`config.mk`:
```
export PLATFORM = sky130hd
export DESIGN_NAME = hazard_ctrl
export DESIGN_NICKNAME = d
export VERILOG_FILES = /design/src/rtl/hazard_ctrl.sv
export SDC_FILE = /design/constraint.sdc
export NUM_CORES = 1
export LEC_CHECK = 0
export CORE_UTILIZATION = 27
export CTS_BUF_LIST = sky130_fd_sc_hd__clkbuf_2 sky130_fd_sc_hd__clkbuf_4 sky130_fd_sc_hd__clkbuf_8
export CTS_CLUSTER_DIAMETER = 80
export DETAILED_ROUTE_END_ITERATION = 16
export SYNTH_ARGS = -nofsm -noshare
export SYNTH_HDL_FRONTEND = slang
export SYNTH_SLANG_ARGS = --single-unit
```
`constraint.sdc`:
```
create_clock -name clock -period 2 [get_ports clock]
set_input_delay 0.2 -clock clock [delete_from_list [all_inputs] [get_ports clock]]
set_output_delay 0.2 -clock clock [all_outputs]
set_load 0.02 [all_outputs]
```
`src/rtl/hazard_ctrl.sv`:
```
`default_nettype none
// ============================================================================
// Module   : hazard_ctrl
// Purpose  : Pipeline sequencer for the 16-bit, 8-register, 5-stage pipeline:
//            load-use bubbles, operand forwarding, branch flush, and a memory
//            freeze with watchdog. Optional perf counters via HAZ_PERF_CNT_EN.
// Revision : 1.0 - initial release
// ============================================================================
module hazard_ctrl #(
  parameter int REG_AW      = 3,
  parameter int CNT_W       = 8,
  parameter int MEM_TIMEOUT = 200
) (
  input  logic              clock,
  input  logic              reset,
  input  logic [REG_AW-1:0] id_src1,
  input  logic              id_src1_used,
  input  logic [REG_AW-1:0] id_src2,
  input  logic              id_src2_used,
  input  logic              ex_wb_en,
  input  logic [REG_AW-1:0] ex_wb_dest,
  input  logic              ex_is_load,
  input  logic              mem_wb_en,
  input  logic [REG_AW-1:0] mem_wb_dest,
  input  logic              wb_wb_en,
  input  logic [REG_AW-1:0] wb_wb_dest,
  input  logic              branch_taken,
  input  logic              mem_busy,
  output logic              pc_en,
  output logic              if_id_en,
  output logic              if_id_flush,
  output logic              id_ex_en,
  output logic              id_ex_bubble,
  output logic              ex_mem_en,
  output logic              mem_wb_en_o,
  output logic [1:0]        fwd1_sel,
  output logic [1:0]        fwd2_sel,
  output logic              mem_timeout
`ifdef HAZ_PERF_CNT_EN
  ,
  output logic [15:0]       stall_cycles,
  output logic [15:0]       flush_count
`endif
);

  typedef enum logic [1:0] {
    ST_RUN      = 2'd0,
    ST_MEM_WAIT = 2'd1,
    ST_ERROR    = 2'd2
  } state_t;

  localparam logic [CNT_W-1:0] c_timeout = CNT_W'(MEM_TIMEOUT);
  localparam logic [CNT_W-1:0] c_one     = CNT_W'(1);

  state_t           r_state;
  logic [CNT_W-1:0] r_wait_cnt;
  logic             r_mem_timeout;

  logic             w_ex_m1, w_mem_m1, w_wb_m1;
  logic             w_ex_m2, w_mem_m2, w_wb_m2;
  logic             w_load_use;
  logic [CNT_W-1:0] w_cnt_next;

  // Register 0 is hard-wired zero, so it never takes part in a match.
  assign w_ex_m1  = id_src1_used & ex_wb_en  & (ex_wb_dest  == id_src1) & (id_src1 != '0);
  assign w_mem_m1 = id_src1_used & mem_wb_en & (mem_wb_dest == id_src1) & (id_src1 != '0);
  assign w_wb_m1  = id_src1_used & wb_wb_en  & (wb_wb_dest  == id_src1) & (id_src1 != '0);
  assign w_ex_m2  = id_src2_used & ex_wb_en  & (ex_wb_dest  == id_src2) & (id_src2 != '0);
  assign w_mem_m2 = id_src2_used & mem_wb_en & (mem_wb_dest == id_src2) & (id_src2 != '0);
  assign w_wb_m2  = id_src2_used & wb_wb_en  & (wb_wb_dest  == id_src2) & (id_src2 != '0);

  assign w_load_use = ex_is_load & (w_ex_m1 | w_ex_m2);
  assign w_cnt_next = r_wait_cnt + c_one;

  always_comb begin
    pc_en        = 1'b0;
    if_id_en     = 1'b0;
    if_id_flush  = 1'b0;
    id_ex_en     = 1'b0;
    id_ex_bubble = 1'b0;
    ex_mem_en    = 1'b0;
    mem_wb_en_o  = 1'b0;

    // A load in EX cannot forward yet; fall through to older stages.
    if (w_ex_m1 && !ex_is_load) fwd1_sel = 2'b01;
    else if (w_mem_m1)          fwd1_sel = 2'b10;
    else if (w_wb_m1)           fwd1_sel = 2'b11;
    else                        fwd1_sel = 2'b00;

    if (w_ex_m2 && !ex_is_load) fwd2_sel = 2'b01;
    else if (w_mem_m2)          fwd2_sel = 2'b10;
    else if (w_wb_m2)           fwd2_sel = 2'b11;
    else                        fwd2_sel = 2'b00;

    if (reset) begin
      if_id_flush  = 1'b1;
      id_ex_bubble = 1'b1;
      fwd1_sel     = 2'b00;
      fwd2_sel     = 2'b00;
    end else begin
      case (r_state)
        ST_RUN, ST_MEM_WAIT: begin
          // The EX instruction was held during a wait, so the release cycle
          // resolves exactly like a normal running cycle.
          if (mem_busy) begin
            pc_en = 1'b0;
          end else if (branch_taken) begin
            pc_en        = 1'b1;
            if_id_flush  = 1'b1;
            id_ex_bubble = 1'b1;
            ex_mem_en    = 1'b1;
            mem_wb_en_o  = 1'b1;
          end else if (w_load_use) begin
            id_ex_bubble = 1'b1;
            ex_mem_en    = 1'b1;
            mem_wb_en_o  = 1'b1;
          end else begin
            pc_en       = 1'b1;
            if_id_en    = 1'b1;
            id_ex_en    = 1'b1;
            ex_mem_en   = 1'b1;
            mem_wb_en_o = 1'b1;
          end
        end
        default: pc_en = 1'b0;
      endcase
    end
  end

  assign mem_timeout = r_mem_timeout & ~reset;

  always_ff @(posedge clock) begin
    if (reset) begin
      r_state       <= ST_RUN;
      r_wait_cnt    <= '0;
      r_mem_timeout <= 1'b0;
    end else begin
      case (r_state)
        ST_RUN: begin
          if (mem_busy) begin
            r_state    <= ST_MEM_WAIT;
            r_wait_cnt <= c_one;
          end
        end
        ST_MEM_WAIT: begin
          if (mem_busy) begin
            r_wait_cnt <= w_cnt_next;
            if (w_cnt_next >= c_timeout) begin
              r_state       <= ST_ERROR;
              r_mem_timeout <= 1'b1;
            end
          end else begin
            r_state    <= ST_RUN;
            r_wait_cnt <= '0;
          end
        end
        ST_ERROR: r_state <= ST_ERROR;
        default:  r_state <= ST_RUN;
      endcase
    end
  end

`ifdef HAZ_PERF_CNT_EN
  always_ff @(posedge clock) begin
    if (reset) begin
      stall_cycles <= '0;
      flush_count  <= '0;
    end else begin
      if (!pc_en && r_state != ST_ERROR && stall_cycles != 16'hFFFF)
        stall_cycles <= stall_cycles + 16'd1;
      if (if_id_flush && flush_count != 16'hFFFF)
        flush_count <= flush_count + 16'd1;
    end
  end
`endif

endmodule
`default_nettype wire

```
==> results.cfg, run 1 <==
[die]
die_area_um2 = 3980
chipWidth_um = 63.1
start_util = 0.291
rows = 21
die_h_um = 63.1
ios = 37
coreArea_um2 = 3470

[min_path]
hold_class = flop to flop
hold_depth = 2
hp-start = r_wait_cnt[6]$_SDFFE_PP0P_

[route]
vias_per_cell = 5.00
met2WireLength_um = 1410
firstDrtPassIters = 4
top_layer = met4
routed_wl_um = 2710
ant_nets = 0
drc = 0
vias = 1100
drt-met1-wl_um = 1140
wl_met3_um = 140
wire_per_inst_um = 12.3
first_iter_violations = 68

[worst_setup_path]
crit_chain = clkdlybuf4s50_1 -> nor3_2 -> buf_4 -> clkdlybuf4s50_1
path_max_fanout = 4
r2r_cells = 5
critPathSlowestCell = clkdlybuf4s50_1
critPathArrivalTime_ns = 1.71
cpPeakStageDelay_ns = 0.60
crit_type = primary input to output pin
worst_setup_path_end_kind = output pin
reg2reg_from = r_wait_cnt[0]$_SDFFE_PP0P_
timing.critical_path.from = reset
cp-start-kind = primary input
cp_data_required_time_ns = 1.80
crit_path_frequent_cell = clkdlybuf4s50_1

[synthesis]
yosys.area_share.simple = 0.259
synth-compound-area-share = 0.268
synth_top_family_by_area = compound AO/OA/AOI/OAI gates
synthFlopType = dfxtp_1
synthMuxAreaShare = 0.0199
synth_edf_count = 0
post_synth.cell_area_avg_um2 = 8.07
synthAdderAreaFrac = 0.0248
synthXorXnorAreaFrac = 0.156
synth_area_um2 = 1010
netlist_instances = 125
ys_ff_latch = 11
synth.distinct_cells = 48
synth_seq_area_share = 0.218
yosys_warnings = 0
async_flop_share = 0
synth_nets = 152

[place]
io_buffers = 36
dp.cells = 215
gp_congestion = 0.897
dp_hpwl_um = 2240

[timing]
hold_slack_ns = 0.554
finalCritPeriodShare = 0.953
finalClockSkew_ns = 0.00428
period_minus_slack_ns = 1.91
max_freq_ghz = 0.525
slew_violations = 0
relSlewSlack = 0.765
hold_viol_final = 0
tightest_slew_ns = 0.353
setup_viol = 0
rsz0062_at_grt = no

[pwr]
ir_worst_vdd_v = 0.000231
power_density_nw_per_um2 = 426
p_total_mw = 0.659
p_leak_nw = 0.590

[finish]
fill_cells = 353
layout_commonest_cell = clkdlybuf4s50_1
finalNonFillerCells = 220
drive_gt1_frac = 0.241
syn_to_final_growth_pct = 53.5
final_nets = 202
n_antenna_cell = 0
multi_input_area_um2 = 778
area.sequential_um2 = 220
layout_common_cells = clkdlybuf4s50_1 (21), nor2_1 (16), buf_4 (16)

[clock_tree]
root_buffer = clkbuf_8
clock_tree.htree_level_count = 1
holdBufCountCts = 0
clk_pin_slew_worst_paths_ns = 0.05
clkSinkCount = 11
cts_tree = done
clk_latency_ns = 0.24
ctsLongestPathBuffers = 2
numCtsBuffers = 3

[global_route]
grt_pass1_vias = 1127
grt_max_degree = 12
grt.overflow.total = 0
grt_pass1_wl_um = 4830
grtUsageTotal = 0.150
antenna_found_initial = 0

[job]
maxCapViolCount = 0

[status]
status = finished, final reports clean
==> synth_stat cells, drive strengths merged (3+ instances only) <==
| library cell | n | share of area |
|---|---|---|
| nand3 | 6 | 0.042 |
| nor2 | 16 | 0.060 |
| buf | 5 | 0.038 |
| nand2 | 7 | 0.029 |
| dfxtp | 11 | 0.22 |
| xor2 | 6 | 0.052 |
| xnor2 | 12 | 0.10 |
| o21ai | 4 | 0.027 |
| o31ai | 3 | 0.041 |
| a21oi | 10 | 0.053 |
| nor3 | 7 | 0.040 |
==> through the flow <==
stage | setup TNS [ns] | util | setup WS [ns] | area [um^2]
after floorplan | 0 | - | 0.144 | 1010
after global placement | -3.45 | 0.430 | -0.479 | 1490
after detailed placement | -3.68 | 0.430 | -0.514 | 1490
after CTS | 0 | 0.455 | 0.00314 | 1580
after global routing | 0 | 0.446 | 0.0143 | 1550
final | 0 | 0.446 | 0.0936 | 1550
==> what timing repair did <==
action,4_1_cts,5_1_grt
cloned,0,0
buffers inserted,1,0
gates resized for setup,38,10
setup endpoints to repair,8,8
pin swaps,1,3
==> critical path, delay by kind of cell <==
family / cells / cell delay, ns
AND/OR/NAND/NOR: 1 / 0.26
buffers and inverters: 3 / 1.25
==> layout make-up <==
cell class / count / area share
multi-input combinational: 105 / 0.503
timing repair buffer: 52 / 0.281
sequential: 11 / 0.142
tap: 46 / 0.0372
clock buffer: 4 / 0.0315
inverter: 2 / 0.00485
==> final timing paths <==
path                                end  slack (ns)
max                         mem_wb_en_o        0.09
min          r_wait_cnt[6]$_SDFFE_PP0P_        0.55
max reg2reg  r_wait_cnt[6]$_SDFFE_PP0P_        0.34
min reg2reg  r_wait_cnt[6]$_SDFFE_PP0P_        0.55
==> where the power goes <==
group | internal, mW | switching (mW) | leakage (nW)
combinational | 0.105 | 0.0949 | 0.474
clock | 0.153 | 0.0783 | 0.0262
sequential | 0.223 | 0.00530 | 0.0892
total | 0.481 | 0.179 | 0.590
==> logic make-up (layout without fill, tap and decap cells) <==
kind of cell	count (synthesis)	count (layout)
simple gates	49	49
compound gates	34	34
xor+xnor	18	18
flops	11	11
buf+inv	9	58
fa+ha+maj	2	2
mux	2	2
==> routing by layer <==
metal | global-route usage | up-vias
li1 | - | 554
met3 | 0.0272 | 2
met2 | 0.273 | 33
met4 | 0.0436 | 0
met1 | 0.175 | 511
met5 | 0 | -
==> flip-flops by register name, indices dropped and copies added (netlist names) <==
name	flops
r_mem_timeout	1
r_wait_cnt	8
r_state	2
Note: power is estimated with default switching activity, not from simulation.
==> run 2, diff against run 1 <==
Settings changed: CORE_UTILIZATION 27 to 44, PLACE_DENSITY set to 0.79.
==> results.cfg, run 2 (synthesized netlist as in run 1, its figures left out) <==
[finish]
fin_area_um2 = 1480
largest_reg_flops = 8
regMostFlops = r_wait_cnt
n_antenna_cell = 0
layout_common_cells = clkdlybuf4s50_1 (22), nor2_1 (16), buf_4 (14)
final_nets = 200
drive_gt1_frac = 0.221
layout_commonest_cell = clkdlybuf4s50_1
syn_to_final_growth_pct = 46.5
fin_util = 0.717
reg_top3 = r_wait_cnt x8, r_state x2, r_mem_timeout x1
finalNonFillerCells = 199

[die]
die_area_um2 = 2490
chipWidth_um = 49.9
rows = 16
coreArea_um2 = 2060
start_util = 0.489
ios = 37
die_h_um = 49.9

[pwr]
power_density_nw_per_um2 = 401
cellInternalPower_mw = 0.414
netSwitchingPower_mw = 0.179
sequentialPowerShare = 0.383
p_leak_nw = 0.550
comb_power_share = 0.329
swShare = 0.302
ir_worst_vdd_v = 0.000432
p_total_mw = 0.593
pwr-share-clk = 0.288

[global_route]
antenna_found_initial = 0
grtUsageTotal = 0.237
grt_pass1_vias = 1089
grt.overflow.total = 0
grt_pass1_wl_um = 4510
grt_max_degree = 10

[timing]
hold_slack_ns = 0.545
fin_setup_tns_ns = 0
hold_viol_final = 0
finalClockSkew_ns = 0.00339
finalCritPeriodShare = 0.943
layout_setup_ws_ns = 0.115
rsz0062_at_grt = yes
relSlewSlack = 0.747
period_minus_slack_ns = 1.89
slew_violations = 0
setup_viol = 0
tightest_slew_ns = 0.379
max_freq_ghz = 0.530

[min_path]
hold_depth = 2
hp-start = r_wait_cnt[7]$_SDFFE_PP0P_
hold_class = flop to flop
whs_endpoint = r_wait_cnt[7]$_SDFFE_PP0P_

[clock_tree]
clkSinkCount = 11
cts_tree = done
root_buffer = clkbuf_4
ctsLongestPathBuffers = 2
clk_latency_ns = 0.27
clock_tree.htree_level_count = 1
numCtsBuffers = 3
clk_pin_slew_worst_paths_ns = 0.07

[job]
maxCapViolCount = 0

[worst_setup_path]
critPathTopFamily = buffers and inverters
crit_type = primary input to output pin
reg2reg_to = r_state[1]$_SDFFE_PP0P_
critPathArrivalTime_ns = 1.69
r2r_cells = 6
cp-start-kind = primary input
crit_buf_inv = 2
cp_data_required_time_ns = 1.80
worst_setup_path_end_kind = output pin
cpPeakStageDelay_ns = 0.52
reg2reg_slack_ns = 0.27
critPathSlowestCell = clkdlybuf4s50_1
path_max_fanout = 3
crit_chain = clkdlybuf4s50_1 -> xnor2_1 -> nand2_1 -> nor3_2 -> o21ai_2 -> o31ai_1 -> buf_2
reg2reg_from = r_wait_cnt[0]$_SDFFE_PP0P_

[route]
drc = 0
wire_per_inst_um = 13.6
ant_nets = 0
vias_per_cell = 5.50
first_iter_violations = 22
vias = 1095
routed_wl_um = 2700
firstDrtPassIters = 4

[place]
dp.cells = 194
place_ws_ns = -0.481
gp_congestion = 0.850
dp_hpwl_um = 2180
placed_area_um2 = 1450
io_buffers = 36

[status]
status = finished, final reports clean
==> run 2: routing by layer <==
metal  GRT usage  vias to the layer above  share of wire
li1            -                      553              -
met3      0.0679                        0          0.043
met1       0.269                      512           0.45
met2       0.432                       30           0.50
met5           0                        -              0
met4      0.0476                        0              0
==> run 2: power groups by stage <==
stage | Combinational [mW] | Sequential (mW) | Clock, mW
final | 0.195 | 0.227 | 0.171
after global routing | 0.210 | 0.228 | 0.186
after CTS | 0.196 | 0.227 | 0.173
after detailed placement | 0.195 | 0.232 | 0
after global placement | 0.191 | 0.232 | 0
after floorplan | 0.0828 | 0.231 | 0
==> run 2: cell type report <==
cell class | instances | area, um^2
Fill cell | 186 | 584
Inverter | 2 | 7.51
Timing Repair Buffer | 50 | 418
Clock buffer | 4 | 30.0
Multi-Input combinational cell | 105 | 768
Tap cell | 27 | 33.8
Sequential cell | 11 | 220
==> run 2: how the worst max path moves through the flow <==
stage | from | endpoint | slack (ns) | depth (start not counted)
2_1_floorplan | r_state[1]$_SDFFE_PP0P_ | if_id_en | 0.14 | 4
3_3_place_gp | id_src1[1] | if_id_en | -0.43 | 7
3_5_place_dp | id_src1[2] | id_ex_bubble | -0.48 | 7
4_1_cts | ex_wb_dest[2] | pc_en | 0.006 | 7
5_1_grt | ex_wb_dest[0] | id_ex_bubble | -0.04 | 7
6_report | ex_wb_dest[0] | id_ex_bubble | 0.11 | 7
==> run 2: worst reg2reg max path, cell delays in order (launching register included) <==
cell and delay (ns):
dfxtp_1 0.45, ha_1 0.32, and4_1 0.25, a21oi_1 0.08, a211oi_2 0.26, nand2_1 0.12
o32ai_1 0.15
==> run 2: timing repair <==
action / 4_1_cts / 5_1_grt
resized for setup: 32 / 12
pin swaps: 1 / 6
hold buffers: 0 / 0
setup buffers: 0 / 1
endpoints found under the setup margin: 8 / 8
==> variant: new RTL, settings of run 1 <==
The option `HAZ_PERF_CNT_EN` is turned on by a define.
--- a/src/rtl/hazard_ctrl.sv
+++ b/src/rtl/hazard_ctrl.sv
@@ -6,6 +6,8 @@
 //            freeze with watchdog. Optional perf counters via HAZ_PERF_CNT_EN.
 // Revision : 1.0 - initial release
 // ============================================================================
+`define HAZ_PERF_CNT_EN
+
 module hazard_ctrl #(
   parameter int REG_AW      = 3,
   parameter int CNT_W       = 8,
Function (old outputs only; new: flush_count and stall_cycles): kept (Yosys induction, for registers that start in step).
==> variant against run 1 <==
Via count grew to 2.5 times the old value. Critical path depth grew 4. Non-clock buffer count grew 76. Synthesized area grew to 2.6 times the old value. Sequential cell count grew 32. Count of clock-buffer cells in the layout grew 2. Setup slack gained 6.7 ps. Sequential share of layout area grew 6.9 points. Combinational power grew 81%. Utilization shrank 1.2 points. Power grew to 3.1 times the old value. Clock power grew to 3.6 times the old value. Wire length grew to 2.9 times the old value. Design area grew to 2.6 times the old value. Critical endpoint is now stall_cycles[6]. Largest cell class unchanged. Highest routed layer unchanged.
==> variant: results (changes against run 1) <==
* Status: completed
* Placed Cells at 565 (+160%)
* Post-detail-place hpwl at 5620 µm (+150%)
* Initial DRC count at 95 (+40%)
* Cell variety after synth at 51 (+6.3%)
* Vias per cell at 4.78 (-4.4%)
* Largest registers: flush_count (16), stall_cycles (16), r_wait_cnt (8)
* Part of the Yosys area used for sequential elements at 32.6% (+11 points)
* Post-Route WL at 7720 µm (+190%)
* CP max stage delay at 460 ps (-140 ps)
* # port buffers at 68 (+89%)
* Crit path launch: ex_is_load
* Xor/xnor share of the synthesized area at 9.96% (-5.7 points)
* Area after detailed placement at 3780 µm² (+150%)
* Compound-Gate Fraction of Synth Area at 16.6% (-10 points)
* Slew @ Worst Pin at 392 ps (+39.0 ps)
* Clock transition at the registers of the reported paths at 100 ps (+50 ps)
* Maximum vdd ir drop at 303 µV (+31%)
* Lkg Pwr at 1.54 nW (+160%)
* Syn Inst Count at 333 (+170%)
* CTS Buf Count at 5 (+2)
* Htree depth at 2 (+1)
* Final #Nets at 482 (+140%)
* Total GRT Usage at 16.2% (+1.2 points)
* Syn Nets at 362 (+140%)
* Adder-cell area share of the yosys netlist at 1.90% (-0.58 points)
[variant: changes by cell type in the layout (fill, tap and decap cells not counted), sizes merged, moves of 6 or more]
cell           before  now
mux2                0    6
a21oi              10   23
xnor2              12   20
nor3                7   15
o21ai               4   13
nand3               6   15
buf                23   68
nor2b               2   12
or3                 0   11
nor2               16   48
nand2               7   28
nand4               2   10
dfxtp              11   43
clkdlybuf4s50      21   48
[variant: area by class of cell]
type	instances	area [µm²]
clock buffers	6	76.3
clock inverters	2	60.1
fillers	952	5300
inverters	7	26.3
multi-input cells	268	1810
flip-flops and latches	43	861
well taps	129	161
repair buffers	128	1080
[variant: timing repair]
item	4_1_cts	5_1_grt
gates cloned	1	0
hold buffers	0	0
pin swaps	9	6
endpoints found under the setup margin	22	10
resized for setup	63	15
buffers inserted	7	3
[variant: cells by family after synthesis]
family / count (synthesis)
XOR/XNOR: 30
multiplexers: 10
AND/OR/NAND/NOR: 161
flip-flops: 43
AO/OA/AOI/OAI: 62
adder cells (fa/ha/maj): 4
buffers and inverters: 23
[variant: routing by layer]
| metal | share of wire, % | wire length (µm) | global-route usage, % | vias to the layer above |
|---|---|---|---|---|
| met2 | 47 | 3610 | 27.7 | 50 |
| li1 | - | - | - | 1421 |
| met1 | 49 | 3750 | 20.7 | 1306 |
| met4 | 1.5 | 114 | 5.46 | 0 |
| met3 | 3.2 | 250 | 2.50 | 9 |
| met5 | 0 | 0 | 0 | - |
[variant: path summary, 6_finish.rpt]
path / endpoint / slack, ps / cells after the start
setup / recovery: stall_cycles[6] / 100 / 8
hold / removal: flush_count[15] / 330 / 3
setup reg to reg: stall_cycles[11] / 110 / 7
hold reg to reg: stall_cycles[1] / 510 / 2
